**src/rtl/bod_pkg.sv**
```systemverilog
// ----------------------------------------------------------------------------
// bod_pkg
// Shared constants and types for the brown-out rate monitor.
//   DEFAULT_DATA_W : default width of ADC / supply / minimum codes
//   RATE_SHIFT     : the slew limit is the nominal-to-minimum span divided
//                    by 2**RATE_SHIFT
//   adc_code_t     : one ADC code at the default width
// Optional feature macro used by the importing files: BOD_HYST_EN
// ----------------------------------------------------------------------------
package bod_pkg;

    localparam int DEFAULT_DATA_W = 8;
    localparam int RATE_SHIFT     = 3;

    typedef logic [DEFAULT_DATA_W-1:0] adc_code_t;

endpackage : bod_pkg

```
**src/rtl/bod_comparator.sv**
```systemverilog
// ----------------------------------------------------------------------------
// bod_comparator
// Purely combinational threshold logic for the brown-out monitor.
// It derives the trip threshold and the slew limit from the two reference
// codes, then classifies the current ADC sample against the threshold.
// Ports:
//   i_adc        in   DATA_W  current ADC sample
//   i_supplyVol  in   DATA_W  nominal supply code
//   i_minVol     in   DATA_W  minimum allowed supply code
//   o_bodValue   out  DATA_W  trip threshold, midpoint of nominal and minimum
//   o_rateLimit  out  DATA_W  largest per-sample drop that is not a fast drop
//   o_below      out  1       sample strictly below the threshold
//   o_clearOk    out  1       sample high enough to release the alarms
// Macro BOD_HYST_EN: when defined, release needs the sample to reach
// threshold + HYST (saturating at full scale); otherwise release happens as
// soon as the sample is no longer below the threshold. HYST is unused when
// the macro is not defined.
// ----------------------------------------------------------------------------
module bod_comparator
    import bod_pkg::*;
#(
    parameter int DATA_W = DEFAULT_DATA_W,
    parameter int HYST   = 4
) (
    input  logic [DATA_W-1:0] i_adc,
    input  logic [DATA_W-1:0] i_supplyVol,
    input  logic [DATA_W-1:0] i_minVol,
    output logic [DATA_W-1:0] o_bodValue,
    output logic [DATA_W-1:0] o_rateLimit,
    output logic              o_below,
    output logic              o_clearOk
);

    logic [DATA_W:0]   w_refSum;
    logic [DATA_W-1:0] w_span;

    // The reference sum gets one extra bit so the midpoint is exact even
    // when both codes are near full scale; dropping bit 0 halves it.
    assign w_refSum   = {1'b0, i_supplyVol} + {1'b0, i_minVol};
    assign o_bodValue = w_refSum[DATA_W:1];

    // An inverted reference pair (nominal below minimum) yields a zero slew
    // limit, so any drop at all counts as fast.
    assign w_span      = i_supplyVol - i_minVol;
    assign o_rateLimit = (i_supplyVol >= i_minVol) ? (w_span >> RATE_SHIFT) : '0;

    // Equality with the threshold is deliberately not "below".
    assign o_below = (i_adc < o_bodValue);

`ifdef BOD_HYST_EN
    logic [DATA_W:0]   w_hystSum;
    logic [DATA_W-1:0] w_hystThresh;

    // The release level saturates at the top code, so near full scale the
    // alarms only clear once the ADC reports its maximum value.
    assign w_hystSum    = {1'b0, o_bodValue} + (DATA_W+1)'(HYST);
    assign w_hystThresh = w_hystSum[DATA_W] ? '1 : w_hystSum[DATA_W-1:0];
    assign o_clearOk    = (i_adc >= w_hystThresh);
`else
    assign o_clearOk = !o_below;
`endif

endmodule : bod_comparator

```
**src/rtl/bod_rate_monitor.sv**
```systemverilog
// ----------------------------------------------------------------------------
// bod_rate_monitor
// Brown-out detector for an ADC-sampled supply rail. Flags samples below a
// threshold derived from the nominal and minimum supply codes, and raises a
// brown-out only when the rail is below threshold and also falling faster
// than the allowed slew per sample.
// Ports:
//   clk         in   1       rising-edge clock
//   rst_n       in   1       synchronous active-low reset
//   adc_in      in   DATA_W  rail sample, one per cycle
//   supply_vol  in   DATA_W  nominal supply code (quasi-static)
//   min_vol     in   DATA_W  minimum allowed supply code (quasi-static)
//   bod_flag    out  1       registered: rail below threshold
//   brownout    out  1       registered: below threshold with a fast drop
// Macro BOD_HYST_EN: adds a HYST-LSB release band above the threshold.
// ----------------------------------------------------------------------------
module bod_rate_monitor
    import bod_pkg::*;
#(
    parameter int DATA_W = DEFAULT_DATA_W,
    parameter int HYST   = 4
) (
    input  logic              clk,
    input  logic              rst_n,
    input  logic [DATA_W-1:0] adc_in,
    input  logic [DATA_W-1:0] supply_vol,
    input  logic [DATA_W-1:0] min_vol,
    output logic              bod_flag,
    output logic              brownout
);

    logic [DATA_W-1:0] w_bodValue;
    logic [DATA_W-1:0] w_rateLimit;
    logic              w_below;
    logic              w_clearOk;
    logic [DATA_W-1:0] w_drop;
    logic              w_fastDrop;

    logic [DATA_W-1:0] r_prevAdc;
    logic              r_prevValid;
    logic              r_bodFlag;
    logic              r_brownout;

    bod_comparator #(
        .DATA_W (DATA_W),
        .HYST   (HYST)
    ) u_comparator (
        .i_adc       (adc_in),
        .i_supplyVol (supply_vol),
        .i_minVol    (min_vol),
        .o_bodValue  (w_bodValue),
        .o_rateLimit (w_rateLimit),
        .o_below     (w_below),
        .o_clearOk   (w_clearOk)
    );

    // Only a falling sample counts as a drop, and only once a previous
    // sample exists; this keeps the first post-reset sample from tripping.
    assign w_drop     = (r_prevValid && (adc_in < r_prevAdc)) ? (r_prevAdc - adc_in) : '0;
    assign w_fastDrop = (w_drop > w_rateLimit);

    // Sample history plus the two alarm registers. Both alarms set on their
    // own condition, release only when the rail is clearly back up, and
    // otherwise hold, which makes a tripped brown-out sticky while the rail
    // remains low even if the slew then eases off.
    always_ff @(posedge clk) begin
        if (!rst_n) begin
            r_prevAdc   <= '0;
            r_prevValid <= 1'b0;
            r_bodFlag   <= 1'b0;
            r_brownout  <= 1'b0;
        end else begin
            r_prevAdc   <= adc_in;
            r_prevValid <= 1'b1;

            if (w_below) begin
                r_bodFlag <= 1'b1;
            end else if (w_clearOk) begin
                r_bodFlag <= 1'b0;
            end

            if (w_below && w_fastDrop) begin
                r_brownout <= 1'b1;
            end else if (w_clearOk) begin
                r_brownout <= 1'b0;
            end
        end
    end

    assign bod_flag = r_bodFlag;
    assign brownout = r_brownout;

endmodule : bod_rate_monitor

```
**config.mk**
```make
export PLATFORM = sky130hd
export DESIGN_NAME = bod_rate_monitor
export DESIGN_NICKNAME = d
export VERILOG_FILES = /design/src/rtl/bod_pkg.sv /design/src/rtl/bod_comparator.sv /design/src/rtl/bod_rate_monitor.sv
export SDC_FILE = /design/constraint.sdc
export NUM_CORES = 1
export LEC_CHECK = 0
export ABC_AREA = 1
export CORE_UTILIZATION = 50
export CTS_BUF_LIST = sky130_fd_sc_hd__clkbuf_8
export DETAILED_ROUTE_END_ITERATION = 12
export GPL_TIMING_DRIVEN = 0
export HOLD_SLACK_MARGIN = 0.02
export PLACE_DENSITY = 0.76
export SYNTH_ARGS = -nofsm -noshare
export SYNTH_HDL_FRONTEND = slang
export SYNTH_SLANG_ARGS = --single-unit
```
**constraint.sdc**
```tcl
create_clock -name clk -period 2.6 [get_ports clk]
set_input_delay 0.39 -clock clk [delete_from_list [all_inputs] [get_ports clk]]
set_output_delay 0.39 -clock clk [all_outputs]
set_load 0.02 [all_outputs]
```
==> key figures, run 1 <==
Timing
  – Fmax: 405.7 MHz
  – Slew Viols, Final: 0
  – Clock Skew: 7.245 ps
  – Slew headroom: 72.62%
  – Worst Tran Pin Value: 410.8 ps
  – Tcrit/Tclk final: 94.80%
  – Tmin final: 2465 ps
  – Total Neg Setup Slack: 0 ps
  – Final setup fails: 0
  – Fin. Hold Viols: 0
  – Smallest hold slack: 395.4 ps

Clock tree
  – TritonCTS clock tree: done
  – Worst skew pair latency: 230 ps
  – Clock Tree Buf Depth: 2
  – Root Buffer Master: clkbuf_8
  – Clk pin slew, worst setup/hold paths: 50 ps
  – H-tree depth: 1
  – Clock buffer count from CTS: 3
  – Sinks on Clock Net: 11

Layout
  – Commonest non-fill, non-tap cells in the layout: nand2_1 (55), inv_1 (50), ha_1 (22)
  – Post-route cell area: 2454 um2
  – Commonest non-fill, non-tap cell in the layout: nand2_1
  – Layout cells sized above 1: 27.92%
  – Fillers: 243
  – Synth-to-Final Area Change: 45.04%
  – # nets final: 373
  – Final standard cell utilization of the core: 78.44%
  – ANT cells: 0

Global routing
  – Met1 usage: 26.98%
  – Largest net degree at the start of global routing: 10
  – Vias in the first global route: 1793
  – GR peak layer: met2
  – Routing usage on met2: 52.12%
  – Global-route wire length before repair: 7.327 mm
  – Grt ovf: 0
  – Met3 Use GR: 3.247%
  – GRT Total Usage: 26.63%
  – Initial antenna violation count: 0

Routing
  – Antenna viol nets, final: 0
  – DRT Wirelength: 4.534 mm
  – Wire per inst: 12.88 um
  – DR iter-0 viols: 71
  – DR vias/cell: 5.170
  – DR DRC count: 0
  – Initial DRT Pass Iterations: 6
  – Via count: 1820

Place
  – Routability cong.: 0.9604
  – DP HPWL: 3.112 mm
  – Placed cell areas: 2017 um2
  – Port Buffers: 27

Pwr
  – Part of the power in registers: 21.8%
  – Switching power: 0.0003459 W
  – Clock share of power: 18.3%
  – Max VDD drop: 0.0001995 V
  – Pwr Density: 357.2 nW/um2
  – Leakage: 1.311 nW
  – Combinational share of power: 60.0%
  – Int Pwr: 0.0005306 W
  – Sw frac: 39.47%

Yosys
  – Post-synth net total: 324
  – Mux share of post-synthesis cell area: 0%
  – Register area share after synthesis: 13.02%
  – XOR/XNOR Fraction of Synth Area: 4.660%
  – Syn avg cell area: 6.506 um2
  – Synth cell types: 31
  – Synth warn: 0
  – Largest family of logic cells by synthesized area: adder cells
  – Gate Count Post-Synth: 260
  – Compound-gate portion of the synthesized area: 10.80%
  – Mapped cell area: 1692 um2
  – Register bit total from synthesis: 11
  – Synth Area in Adders: 28.99%
  – Simple-gate portion of the synthesized area: 27.59%

Floorplan
  – Die Y: 60.17 um
  – Die Area: 3620 um2
  – Die width: 60.17 um
  – Initial Utilization: 54.08%
  – Num ports: 28
  – Num rows: 20
  – CORE AREA: 3128 um2

Critical path
  – CP max FO: 6
  – CP Launch Type: input port
  – Worst path arrival time: 2580 ps
  – CP Class: in2reg
  – Req. time, crit path: 2710 ps
  – Worst Setup End Kind: flip-flop

Hold path
  – Hold Path Class: in2reg

Job
  – Number of max-cap violations: 0

Status
  – Status: complete, no violations
logic make-up after synthesis:
logic type,Yosys count
flops,11
fa+ha+maj,38
simple gates,104
buf+inv,65
xor+xnor,9
compound gates,33
sequential cells by signal (all words and copies together), names as in the netlist:
| name | cells |
|---|---|
| r_prevAdc | 8 |
| bod_flag | 1 |
| brownout | 1 |
| r_prevValid | 1 |
cells in the mapped netlist:
cell	number	area, um2
clkbuf_1	1	3.750
a221oi_1	1	8.760
nor3_1	2	10.01
o21bai_1	1	7.510
ha_1	36	450.4
a21oi_1	18	90.09
a21oi_2	1	8.760
nand3_2	1	10.01
or2_1	1	6.260
nand4_1	7	43.79
xor2_1	5	43.79
o31ai_1	1	7.510
fa_1	2	40.04
buf_2	1	5.000
o21ai_1	3	15.01
nand2_1	58	217.7
nand3_1	17	85.08
nor2_1	10	37.54
nor2_4	1	11.26
inv_2	3	11.26
inv_1	58	217.7
or2_2	1	6.260
buf_4	2	15.01
xnor2_1	4	35.03
nand2_2	4	25.02
o21ai_0	6	30.03
a211oi_1	1	7.510
dfxtp_1	11	220.2
nand3b_1	1	7.510
nor4_1	1	6.260
o21a_1	1	7.510
what timing repair did:
item,CTS,global route
buffers inserted,16,1
hold buffers,0,0
endpoints found under the setup margin,2,2
gates resized for setup,66,36
pin swaps,26,18
final cells by class:
type | count | area (um2) | share of cell area [%]
Buffer | 4 | 37.54 | 1.530
Multi-Input combinational cell | 184 | 1498 | 61.04
Inverter | 61 | 231.5 | 9.434
Timing Repair Buffer | 44 | 366.6 | 14.94
Sequential cell | 11 | 220.2 | 8.975
Tap cell | 44 | 55.05 | 2.244
Clock buffer | 3 | 41.29 | 1.683
Clock inverter | 1 | 3.754 | 0.1530
final timing paths:
check                              startpoint           end  slack (ps)  depth (start not counted)
worst max-delay path            supply_vol[2]      brownout         140                         17
worst min-delay path                adc_in[0]  r_prevAdc[0]         400                          3
worst max register to register   r_prevAdc[0]      brownout         260                         17
worst min register to register       brownout      brownout         520                          2
worst max-delay path, stage by stage:
cell and delay (ps):
dlygate4sd2_1 270, ha_4 290, a21oi_4 180, o21ai_4 100, nand2_2 80, nand2_1 60
nand2_1 80, nand2_1 100, o21ai_2 150, nand3_2 110, ha_4 250, a21oi_1 120
o21ai_1 80, nand2_1 60, nand2_1 70, a21oi_2 120, a21oi_1 60
layer usage:
| layer | up-vias | wire, um |
|---|---|---|
| met5 | - | 0 |
| met4 | 0 | 118 |
| met3 | 18 | 128 |
| met2 | 55 | 2510 |
| met1 | 828 | 1777 |
| li1 | 919 | - |
power groups by stage:
| stage | sequential, W | clock, W | combinational [W] |
|---|---|---|---|
| floorplan | 0.000197 | 0 | 0.000269 |
| finish | 0.000191 | 0.000160 | 0.000526 |
| detailed placement | 0.000191 | 0 | 0.000394 |
| global placement | 0.000190 | 0 | 0.000387 |
| global route | 0.000191 | 0.000171 | 0.000588 |
| CTS | 0.000190 | 0.000163 | 0.000470 |
stage by stage:
step | setup WS, ps | power (W) | cells
after floorplan | 173.4 | 0.0004653 | 260
after global placement | -579.3 | 0.0005774 | 331
after detailed placement | -652.4 | 0.0005847 | 331
after CTS | 10.74 | 0.0008230 | 351
after global routing | -73.56 | 0.0009496 | 352
final | 135.3 | 0.0008765 | 352
Power figures use the tool's default switching activity.
==> inputs of run 2 (changes only) <==
- SKIP_LAST_GASP: default -> 1
==> results of run 2 <==
No change in the layout: final DEF, timing and power equal those of run 1.
